### config.mk
export PLATFORM = sky130hd
export DESIGN_NAME = tick_gen_flat
export DESIGN_NICKNAME = d
export VERILOG_FILES = /design/src/rtl/tick_gen_pkg.sv /design/src/rtl/tick_gen_if.sv /design/src/rtl/tick_gen_channel.sv /design/src/rtl/tick_gen.sv /design/src/flat_wrapper.sv
export SDC_FILE = /design/constraint.sdc
export NUM_CORES = 1
export LEC_CHECK = 0
export ABC_AREA = 1
export CAP_MARGIN = 40
export CORE_MARGIN = 10
export CORE_UTILIZATION = 30
export CTS_CLUSTER_DIAMETER = 200
export CTS_CLUSTER_SIZE = 24
export DETAILED_ROUTE_END_ITERATION = 16
export PLACE_DENSITY = 0.48
export SYNTH_ARGS = -nofsm -noshare
export SYNTH_HDL_FRONTEND = slang
export SYNTH_SLANG_ARGS = --single-unit
### constraint.sdc
create_clock -name CLOCK_50 -period 2.3 [get_ports CLOCK_50]
set_input_delay 0.575 -clock CLOCK_50 [delete_from_list [all_inputs] [get_ports CLOCK_50]]
set_output_delay 0.575 -clock CLOCK_50 [all_outputs]
set_load 0.01 [all_outputs]
### src/rtl/tick_gen_pkg.sv
// ----------------------------------------------------------------------------
// tick_gen_pkg
// Shared constants and helpers for the programmable tick generator.
//   CLK_HZ      : frequency of CLOCK_50, the only clock in this block
//   DIV_*       : ready-made divisors for the common consumer rates
//   hz_to_div   : converts a wanted tick rate into a divisor for CLOCK_50
//   ch_idx_w    : width of a channel index (never narrower than one bit)
// ----------------------------------------------------------------------------
package tick_gen_pkg;

    localparam int unsigned CLK_HZ    = 50_000_000;

    localparam int unsigned DIV_50MHZ = 1;
    localparam int unsigned DIV_25HZ  = 2_000_000;
    localparam int unsigned DIV_10HZ  = 5_000_000;
    localparam int unsigned DIV_1HZ   = 50_000_000;

    // A zero rate returns divisor 0, which the channels treat as "every cycle".
    function automatic int unsigned hz_to_div(input int unsigned hz);
        if (hz == 0) begin
            return 0;
        end
        return CLK_HZ / hz;
    endfunction

    // A single-channel build still needs a one-bit write index.
    function automatic int ch_idx_w(input int n);
        return (n > 1) ? $clog2(n) : 1;
    endfunction

endpackage

### src/rtl/tick_gen_if.sv
// ----------------------------------------------------------------------------
// tick_gen_if
// Control and status bundle for tick_gen.
//   ch_en   : per-channel run enable
//   wr_en   : divisor write strobe
//   wr_ch   : channel index for the divisor write
//   wr_div  : new divisor value
//   restart : phase-align all channels
//   tick    : one-cycle pulse per channel period
//   busy_ch : channel enabled and counting
//   sq      : per-channel square wave, only when TICK_GEN_SQUARE_EN is defined
// The master modport belongs to whoever controls the generator; tick_gen
// itself uses the slave modport.
// ----------------------------------------------------------------------------
interface tick_gen_if
    import tick_gen_pkg::*;
#(
    parameter int NUM_CH = 4,
    parameter int CNT_W  = 32
);

    localparam int CH_W = ch_idx_w(NUM_CH);

    logic [NUM_CH-1:0] ch_en;
    logic              wr_en;
    logic [CH_W-1:0]   wr_ch;
    logic [CNT_W-1:0]  wr_div;
    logic              restart;
    logic [NUM_CH-1:0] tick;
    logic [NUM_CH-1:0] busy_ch;
`ifdef TICK_GEN_SQUARE_EN
    logic [NUM_CH-1:0] sq;

    modport master (
        output ch_en, wr_en, wr_ch, wr_div, restart,
        input  tick, busy_ch, sq
    );

    modport slave (
        input  ch_en, wr_en, wr_ch, wr_div, restart,
        output tick, busy_ch, sq
    );
`else
    modport master (
        output ch_en, wr_en, wr_ch, wr_div, restart,
        input  tick, busy_ch
    );

    modport slave (
        input  ch_en, wr_en, wr_ch, wr_div, restart,
        output tick, busy_ch
    );
`endif

endinterface

### src/rtl/tick_gen_channel.sv
// ----------------------------------------------------------------------------
// tick_gen_channel
// One divider channel: divisor register, down-counter and registered tick.
//   clk_i      : CLOCK_50
//   reset_i    : synchronous active-high reset
//   en_i       : run enable; when low the count is frozen
//   wr_i       : load wr_div_i into the divisor register
//   wr_div_i   : new divisor value
//   restart_i  : force the count to zero so the next enabled edge ticks
//   tick_o     : one-cycle pulse, period = effective divisor
//   busy_o     : registered copy of the run enable
// ----------------------------------------------------------------------------
module tick_gen_channel #(
    parameter int          CNT_W       = 32,
    parameter int unsigned DEFAULT_DIV = 50_000_000
) (
    input  logic             clk_i,
    input  logic             reset_i,
    input  logic             en_i,
    input  logic             wr_i,
    input  logic [CNT_W-1:0] wr_div_i,
    input  logic             restart_i,
    output logic             tick_o,
    output logic             busy_o
);

    localparam logic [CNT_W-1:0] RESET_DIV = CNT_W'(DEFAULT_DIV);

    logic [CNT_W-1:0] count_q, count_d;
    logic [CNT_W-1:0] div_q,   div_d;
    logic [CNT_W-1:0] effDiv;
    logic             tick_q,  tick_d;
    logic             busy_q,  busy_d;

    // Divisor 0 behaves like divisor 1 so the reload value never underflows.
    assign effDiv = (div_q == '0) ? CNT_W'(1) : div_q;

    // Next-state logic. A divisor write only touches div, so a running period
    // finishes at its old length and the new rate starts at the next reload.
    // Restart wins over counting but not over a same-cycle divisor write.
    always_comb begin
        count_d = count_q;
        div_d   = div_q;
        tick_d  = 1'b0;
        busy_d  = en_i;

        if (wr_i) begin
            div_d = wr_div_i;
        end

        if (restart_i) begin
            count_d = '0;
        end else if (en_i) begin
            if (count_q == '0) begin
                tick_d  = 1'b1;
                count_d = effDiv - CNT_W'(1);
            end else begin
                count_d = count_q - CNT_W'(1);
            end
        end
    end

    // State registers; reset also discards any divisor written at runtime.
    always_ff @(posedge clk_i) begin
        if (reset_i) begin
            count_q <= '0;
            div_q   <= RESET_DIV;
            tick_q  <= 1'b0;
            busy_q  <= 1'b0;
        end else begin
            count_q <= count_d;
            div_q   <= div_d;
            tick_q  <= tick_d;
            busy_q  <= busy_d;
        end
    end

    assign tick_o = tick_q;
    assign busy_o = busy_q;

endmodule

### src/rtl/tick_gen.sv
// ----------------------------------------------------------------------------
// tick_gen
// Multi-channel programmable tick generator. Every channel divides CLOCK_50
// by its own runtime-loadable divisor and emits one-cycle ticks meant to be
// used as clock enables, never as clocks.
//   CLOCK_50 : system clock
//   reset    : synchronous active-high reset
//   bus      : tick_gen_if slave modport (ch_en, wr_en, wr_ch, wr_div,
//              restart in; tick, busy_ch and optionally sq out)
// Optional feature macro: TICK_GEN_SQUARE_EN adds a toggling square-wave
// output sq per channel (period twice the tick period).
// ----------------------------------------------------------------------------
module tick_gen
    import tick_gen_pkg::*;
#(
    parameter int          NUM_CH      = 4,
    parameter int          CNT_W       = 32,
    parameter int unsigned DEFAULT_DIV = DIV_1HZ
) (
    input  logic        CLOCK_50,
    input  logic        reset,
    tick_gen_if.slave   bus
);

    localparam int CH_W = ch_idx_w(NUM_CH);

    logic [NUM_CH-1:0] tickVec;
    logic [NUM_CH-1:0] busyVec;

    // Write decode: an index with no matching channel simply selects nothing,
    // which is how out-of-range writes are ignored.
    for (genvar i = 0; i < NUM_CH; i++) begin : g_ch
        logic wrHit;

        assign wrHit = bus.wr_en && (bus.wr_ch == CH_W'(i));

        tick_gen_channel #(
            .CNT_W       (CNT_W),
            .DEFAULT_DIV (DEFAULT_DIV)
        ) u_channel (
            .clk_i     (CLOCK_50),
            .reset_i   (reset),
            .en_i      (bus.ch_en[i]),
            .wr_i      (wrHit),
            .wr_div_i  (bus.wr_div),
            .restart_i (bus.restart),
            .tick_o    (tickVec[i]),
            .busy_o    (busyVec[i])
        );
    end

    assign bus.tick    = tickVec;
    assign bus.busy_ch = busyVec;

`ifdef TICK_GEN_SQUARE_EN
    logic [NUM_CH-1:0] sq_q, sq_d;

    // Each visible tick flips its square wave one cycle later, giving a 50%
    // duty cycle over two tick periods. Restart returns every wave to low.
    always_comb begin
        sq_d = sq_q ^ tickVec;
        if (bus.restart) begin
            sq_d = '0;
        end
    end

    // Square-wave registers.
    always_ff @(posedge CLOCK_50) begin
        if (reset) begin
            sq_q <= '0;
        end else begin
            sq_q <= sq_d;
        end
    end

    assign bus.sq = sq_q;
`endif

endmodule

### src/flat_wrapper.sv
// flat-port wrapper written by rule: the top's interface ports become plain ports
module tick_gen_flat import tick_gen_pkg::*;
#(
    parameter int          NUM_CH      = 4,
    parameter int          CNT_W       = 32,
    parameter int unsigned DEFAULT_DIV = DIV_1HZ
)
  (CLOCK_50, reset, bus_ch_en, bus_wr_en, bus_wr_ch, bus_wr_div, bus_restart, bus_tick, bus_busy_ch);
  tick_gen_if #(.NUM_CH(NUM_CH), .CNT_W(CNT_W)) bus_i ();
  input  logic CLOCK_50;
  input  logic reset;
  input wire logic [$bits(bus_i.ch_en)-1:0] bus_ch_en;
  input wire logic [$bits(bus_i.wr_en)-1:0] bus_wr_en;
  input wire logic [$bits(bus_i.wr_ch)-1:0] bus_wr_ch;
  input wire logic [$bits(bus_i.wr_div)-1:0] bus_wr_div;
  input wire logic [$bits(bus_i.restart)-1:0] bus_restart;
  output wire logic [$bits(bus_i.tick)-1:0] bus_tick;
  output wire logic [$bits(bus_i.busy_ch)-1:0] bus_busy_ch;
  assign bus_i.ch_en = bus_ch_en;
  assign bus_i.wr_en = bus_wr_en;
  assign bus_i.wr_ch = bus_wr_ch;
  assign bus_i.wr_div = bus_wr_div;
  assign bus_i.restart = bus_restart;
  assign bus_tick = bus_i.tick;
  assign bus_busy_ch = bus_i.busy_ch;
  tick_gen #(.NUM_CH(NUM_CH), .CNT_W(CNT_W), .DEFAULT_DIV(DEFAULT_DIV)) u_core (.CLOCK_50(CLOCK_50), .reset(reset), .bus(bus_i));
endmodule
==> results.md, run 1 <==
* Most frequent cells in the layout: 593 x nand2_1, 363 x nor2_1, 363 x buf_4
* First-pass GRT wire length at around 97 mm
* Cell Area, Synth at between 0.015 and 0.02 mm2
* I/O pin count at 50
* M1 WL at about 30 mm
* Max Freq at ~420 MHz
* Clk_lat worst skew at 530 ps
* Clock transition at path regs at about 110 ps
* CP max stage delay at about 340 ps
* CP max stage cell: dfxtp_2
* First-pass DRT Iterations at 7
* Synth warnings at 0
* Count of final hold-check violations at 0
* Status: complete, but fails checks
* WHS at 417 ps
* Failing checks: setup timing
* IR drop worst, VDD at 0.383 mV
* #FFs+latches synth at between 200 and 300
* Die area at about 0.063 mm2
* Number of port buffers at 49
* Post-synth cell types at 36
* # DRC at 0
* Iter 0 DRT Violations at about 1200
* Hold path start: bus_ch_en[0]
* Max cap viols at 0
* Slew Limit Fails at 0
* Wire per inst at between 15 and 20 um
* Via count at approximately 19000
* Worst path bufs/invs at 7
* # setup viols final at 23
* Sw power at 6890 uW
* Setup Skew at around 22 ps
* Path depth of the worst reg2reg path at 20
* Hold_buf cts at 0
* Most common cell after layout, fill and taps aside: nand2_1
* Core area at 0.0528 mm2
* WL met3 at 3.13 mm
* Routability congestion estimate at roughly 0.90
* Die height at approximately 250 um
* Via/cell ratio at approximately 4.9
* Critical R2R Launch: u_core.g_ch[3].u_channel.count_q[23]
* Sink Count at approximately 260
* Final min period at roughly 2400 ps
* Setup crit end kind: flip-flop
* Worst Hold End: u_core.g_ch[0].u_channel.count_q[1]
* Hold Crit Depth at 2
* Worst EP required at around 2700 ps
* TritonCTS clock tree: built
* RSZ-0062 raised after global routing: true
* Max_slew headroom at between 60% and 70%
* Register share of total power at 30.4%
* H-tree depth at 1
* Cells after Synth at roughly 2800
* Crit path cell chain: nor2_1, nand2_1, nor2_4, nand2_4, nor2_4, buf_6, inv_2, nand2_2, o21ai_4, buf_4, buf_6, nand2_4, inv_2, nand2_4, nor2_2, buf_4, nand2_1, nand2_1, o21ai_1, inv_1
* R2r endpoint: u_core.g_ch[3].u_channel.count_q[13]
* Syn-to-layout area delta at 48.8%
* Initial Utilization at 30.4%
* # rows at between 80 and 90
* Crit share post-route at 103%
* Flop2flop setup slack at -70 ps
* Hold WC Path Type: in -> reg
* Critical path class: reg -> reg
* WL final at roughly 66 mm
* Global-route usage over all layers at a little under 20%
* Nets at 3209
* Wire length on met2 at roughly 31 mm
* Tightest Pin Transition at roughly 600 ps
* Pwr dens at ~680 mW/mm2
* Placed inst area at 0.0199 mm2
* Lkg Pwr at about 0.012 uW
* Register area share after synthesis at around 33%
* Share of cells above drive strength 1 at roughly a third
* Final ANT Viol Nets at 0
* Initial antenna violation count at 4
* Setup ws final at -73.7 ps
* Comb power frac at about 52%
* CP top delay family: simple AND/OR/NAND/NOR gates
* WP data arrival at around 2800 ps
* Die extent in x at approximately 250 um
* Crit-path max FO at 7
* Total gr overflow at 0
* # fillers at 5432
* Mapped Avg Cell Area at about 5.8 um2
* Syn_nets at ~2800
* Final Cell Area at about 0.024 mm2
* Pin count of the biggest net entering global routing at 75
* Startpoint Class: flip-flop
* Switching share of power at a little over two fifths
* Clock Power Share at between 10% and 20%
* Clk buf depth at 3
* Total CTS buffers at 14
* Root Buffer: clkbuf_16
* Detailed placement HPWL at 48.3 mm
* Vias in the first global route at about 18000
* Uppermost layer routed: met4
* Internal power at about 9500 uW
-- cells in the mapped netlist --
master,count,area [um2]
a211oi_1,1,7.51
a21o_1,3,22.5
a21oi_1,203,1020
a21oi_2,3,26.3
a221oi_1,1,8.76
a31oi_1,6,37.5
and2_1,4,25.0
buf_2,13,65.1
buf_4,9,67.6
buf_6,9,101
buf_8,1,15.0
clkbuf_1,77,289
clkinv_1,5,18.8
dfxtp_1,264,5290
ha_1,4,50.1
inv_1,320,1200
inv_2,1,3.75
nand2_1,817,3070
nand2_2,18,113
nand3_1,176,881
nand3b_1,2,15.0
nand4_1,11,68.8
nor2_1,519,1950
nor2_2,25,156
nor2_4,9,101
nor2_8,1,20.0
nor3_1,1,5.00
nor4_1,4,25.0
o211ai_1,21,158
o21ai_0,209,1050
o21ai_1,8,40.0
o21ai_2,3,26.3
o21bai_1,8,60.1
o221ai_1,1,8.76
or2_2,1,6.26
xor2_1,9,78.8
-- what timing repair did --
action,in CTS,in global routing
gates resized for setup,207,686
cloned,3,6
setup endpoints to repair,103,112
pin swaps,56,224
buffers inserted,3,48
-- power by group through the flow --
stage / logic (uW) / clock network, uW / registers [uW]
after global placement: 6020 / 0 / 5060
after floorplan: 3450 / 0 / 5050
final: 8550 / 2840 / 4980
after CTS: 6610 / 2960 / 4970
after global routing: 9270 / 3100 / 5010
after detailed placement: 6020 / 0 / 5070
-- layer usage --
metal,vias up,global-route usage (%)
met2,382,32.7
met4,0,5.02
met5,-,0
met1,8845,25.9
li1,9462,-
met3,90,2.04
-- area by class of cell --
cell class	count	area (um2)	area share (%)
repair buffers	489	4350	18.2
multi-input cells	2068	11800	49.2
clock buffers	15	375	1.57
well taps	688	861	3.60
inverters	326	1230	5.15
diodes	2	5.00	0.0209
flip-flops and latches	264	5330	22.3
-- metrics by stage --
stage	total power [uW]	setup slack (ps)	utilization, %	cells	TNS, ps
3_5_place_dp	11100	-251	37.8	3781	-11440
3_3_place_gp	11100	-306	37.8	3781	-12580
5_1_grt	17400	-219	45.3	3850	-10140
2_1_floorplan	8500	70.1	-	2767	0
6_report	16400	-73.7	45.3	3852	-616
4_1_cts	14500	-106	39.9	3802	-1800
-- cells by family (layout without fill, tap and decap cells) --
group,count (synthesis),in the layout,synth area share [%]
XOR/XNOR,9,9,0.491
flip-flops,264,264,32.9
AO/OA/AOI/OAI,467,467,15.3
AND/OR/NAND/NOR,1588,1588,40.0
adder cells (fa/ha/maj),4,4,0.312
buffers and inverters,435,830,11.0
other,0,2,0
-- sequential cells by signal (all words and copies together) (netlist names) --
register	cells
u_core.g_ch.u_channel.div_q	128
u_core.g_ch.u_channel.tick_o	4
u_core.g_ch.u_channel.count_q	128
u_core.g_ch.u_channel.busy_o	4
-- worst max path at each step --
stage                                         startpoint                              endpoint  slack (ps)  depth (start not counted)
finish              u_core.g_ch[3].u_channel.count_q[23]  u_core.g_ch[3].u_channel.count_q[13]         -70                         20
global route        u_core.g_ch[0].u_channel.count_q[19]  u_core.g_ch[0].u_channel.count_q[26]        -220                         17
CTS                  u_core.g_ch[0].u_channel.count_q[7]  u_core.g_ch[0].u_channel.count_q[26]        -110                         17
global placement     u_core.g_ch[1].u_channel.count_q[7]  u_core.g_ch[1].u_channel.count_q[28]        -310                         19
floorplan           u_core.g_ch[1].u_channel.count_q[27]  u_core.g_ch[1].u_channel.count_q[30]          70                         18
detailed placement   u_core.g_ch[1].u_channel.count_q[9]  u_core.g_ch[1].u_channel.count_q[28]        -250                         19
No activity file was read; power rests on OpenSTA's default activity.
==> run 2: changes to the inputs <==
PLACE_DENSITY = 0.47   (was 0.48)
clock period = 3 ns   (was 2.3 ns; I/O delays follow)
==> run 2 against run 1 <==
  * The flow now finishes without violations
  * Sequential power shrank 22%
  * Setup slack gained 350 ps
  * Register-to-register slack gained 350 ps
  * Combinational power shrank 56%
  * Hold slack gained 72 ps
  * Critical path type unchanged
  * Critical endpoint is now u_core.g_ch[1].u_channel.count_q[21]
  * Largest power group is now registers
==> results.md, run 2 (same netlist as run 1, synthesis figures left out) <==
* Critical path class: reg -> reg (unchanged)
* Setup TNS at 0 ps (was -616 ps)
* Crit share post-route at 90.6% (was 103%)
* Cell mode on critical path: nand2_1
* # DRC at 0 (unchanged)
* Placed inst area at 0.0173 mm2 (was 0.0199 mm2)
* Status: completed (was complete, but fails checks)
* Die extent in x at 251 um (unchanged)
* Most frequent cells in the layout: 817 x nand2_1, 516 x nor2_1, 319 x inv_1 (was 593 x nand2_1, 363 x nor2_1, 363 x buf_4)
* First-pass DRT Iterations at 5 (was 7)
* Hold WC Path Type: reg -> reg (was in -> reg)
* Flop2flop setup slack at 280 ps (was -70 ps)
* Iter 0 DRT Violations at 1249 (was 1206)
* R2r endpoint: u_core.g_ch[1].u_channel.count_q[21] (was u_core.g_ch[3].u_channel.count_q[13])
* Die area at 0.0632 mm2 (unchanged)
* Via/cell ratio at 4.89 (was 4.88)
* Clk_lat worst skew at 530 ps (about the same)
* Pwr Total at 9770 uW (was 16400 uW)
* Final ANT Viol Nets at 0 (unchanged)
* # setup viols final at 0 (was 23)
* CP max stage delay at 350 ps (was 340 ps)
* WL final at 60.3 mm (was 66.0 mm)
* Via count at 16870 (was 18779)
* CP max stage cell: dfxtp_1 (was dfxtp_2)
* Sink Count at 264 (unchanged)
* Most common cell after layout, fill and taps aside: nand2_1 (unchanged)
* Final Cell Area at 0.0176 mm2 (was 0.0239 mm2)
* Syn-to-layout area delta at 9.81% (was 48.8%)
* H-tree depth at 1 (unchanged)
* # rows at 84 (unchanged)
* Pwr dens at 554 mW/mm2 (was 685 mW/mm2)
* ANT cells at 0 (was 2)
* Setup crit end kind: flip-flop (unchanged)
* Top Registers: u_core.g_ch.u_channel.count_q x128, u_core.g_ch.u_channel.div_q x128 (unchanged)
* First-pass GRT wire length at 92.0 mm (was 97.4 mm)
* Max cap viols at 0 (unchanged)
* Fin cells at 3453 (was 3852)
* Worst Hold End: u_core.g_ch[3].u_channel.div_q[26] (was u_core.g_ch[0].u_channel.count_q[1])
* Number of port buffers at 49 (unchanged)
* Hold path start: u_core.g_ch[3].u_channel.div_q[26] (was bus_ch_en[0])
* Pin count of the biggest net entering global routing at 65 (was 75)
* DP Cell Count at 3438 (was 3781)
* Root Buffer: clkbuf_16 (unchanged)
* Wire per inst at 17.5 um (was 17.1 um)
* Worst EP required at 3440 ps (was 2740 ps)
* Count of final hold-check violations at 0 (unchanged)
* Routability congestion estimate at 0.932 (was 0.895)
* Vias in the first global route at 15635 (was 17546)
* Crit-path max FO at 16 (was 7)
* Max_slew headroom at 47.7% (was 60.1%)
* Hold Crit Depth at 2 (unchanged)
* WP data arrival at 3160 ps (was 2810 ps)
* CP top delay family: simple AND/OR/NAND/NOR gates (unchanged)
* Total gr overflow at 0 (unchanged)
* Detailed placement HPWL at 45.7 mm (was 48.3 mm)
* Startpoint Class: flip-flop (unchanged)
* Die height at 251 um (unchanged)
* Final min period at 2720 ps (was 2370 ps)
* Clock transition at path regs at 110 ps (about the same)
* Slew Limit Fails at 0 (unchanged)
* Nets at 2812 (was 3209)
* I/O pin count at 50 (unchanged)
* IR drop worst, VDD at 0.257 mV (was 0.383 mV)
* Total CTS buffers at 14 (unchanged)
* Global-route usage over all layers at 18.4% (was 19.4%)
* Path depth of the worst reg2reg path at 17 (was 20)
* Lkg Pwr at 0.00895 uW (was 0.0117 uW)
* Max Freq at 368 MHz (was 421 MHz)
* Crit path cell chain: nor2_1, nand2_1, nor2_1, nand2_2, nor2_8, buf_4, nand2_1, nand2_1, nand2_1, nor2_2, nand2_2, nor2_1, nand2_1, nand2_1, nand3_1, nand2_1, inv_1 (was nor2_1, nand2_1, nor2_4, nand2_4, nor2_4, buf_6, inv_2, nand2_2, o21ai_4, buf_4, buf_6, nand2_4, inv_2, nand2_4, nor2_2, buf_4, nand2_1, nand2_1, o21ai_1, inv_1)
* Worst path bufs/invs at 2 (was 7)
* Share of cells above drive strength 1 at 4.52% (was 33.3%)
* Initial antenna violation count at 3 (was 4)
* Tightest Pin Transition at 779 ps (was 598 ps)
* TritonCTS clock tree: built (unchanged)
* Critical R2R Launch: u_core.g_ch[1].u_channel.count_q[11] (was u_core.g_ch[3].u_channel.count_q[23])
* Initial Utilization at 30.4% (unchanged)
* Clk buf depth at 3 (unchanged)
* Core area at 0.0528 mm2 (unchanged)
* Setup Skew at 22.0 ps (was 21.9 ps)
* RSZ-0062 raised after global routing: false (was true)
[run 2: power breakdown]
part | internal, uW | switching (uW) | total, uW
Sequential | 3690 | 166 | 3860
Combinational | 1100 | 2650 | 3750
Clock | 902 | 1260 | 2160
[run 2: worst min-delay path, stage by stage (launching register included)]
cell and delay (ps):
dfxtp_1 330, inv_1 60, a21oi_1 60
[run 2: stage by stage]
stage / util (%) / setup slack, ps / hold slack, ps
final: 33.4 / 281 / 489
after global routing: 33.4 / 15.5 / 512
after global placement: 32.7 / 310 / 468
after floorplan: - / 770 / 444
after detailed placement: 32.7 / 314 / 467
after CTS: 33.4 / 291 / 486
[run 2: area by class of cell]
type | count | area (um2)
Fill cell | 6018 | 35100
Multi-Input combinational cell | 2068 | 9030
Sequential cell | 264 | 5290
Inverter | 326 | 1220
Timing Repair Buffer | 92 | 866
Tap cell | 688 | 861
Clock buffer | 15 | 375
[run 2: worst max-delay path by stage]
stage | from | end | slack [ps] | cells past startpoint
6_report | u_core.g_ch[1].u_channel.count_q[11] | u_core.g_ch[1].u_channel.count_q[21] | 280 | 17
4_1_cts | u_core.g_ch[1].u_channel.count_q[11] | u_core.g_ch[1].u_channel.count_q[30] | 290 | 17
3_3_place_gp | u_core.g_ch[3].u_channel.count_q[26] | u_core.g_ch[3].u_channel.count_q[29] | 310 | 17
5_1_grt | u_core.g_ch[0].u_channel.count_q[19] | u_core.g_ch[0].u_channel.count_q[26] | 20 | 17
3_5_place_dp | u_core.g_ch[3].u_channel.count_q[26] | u_core.g_ch[3].u_channel.count_q[29] | 310 | 17
2_1_floorplan | u_core.g_ch[1].u_channel.count_q[27] | u_core.g_ch[1].u_channel.count_q[30] | 770 | 18
[run 2: per-layer routing]
layer  vias to the layer above  track usage [%]  wire length (um)
met5                         -                0                 0
met4                         0             4.09              1090
met3                        50             1.84              2540
met2                       339             30.8             27700
met1                      7833             25.1             28900
li1                       8648                -                 -
[run 2: repair_timing]
item                                    in CTS  in global routing
buffers inserted                             0                  0
hold buffers                                 0                  0
endpoints found under the setup margin       0                  3
gates resized for setup                      0                  2
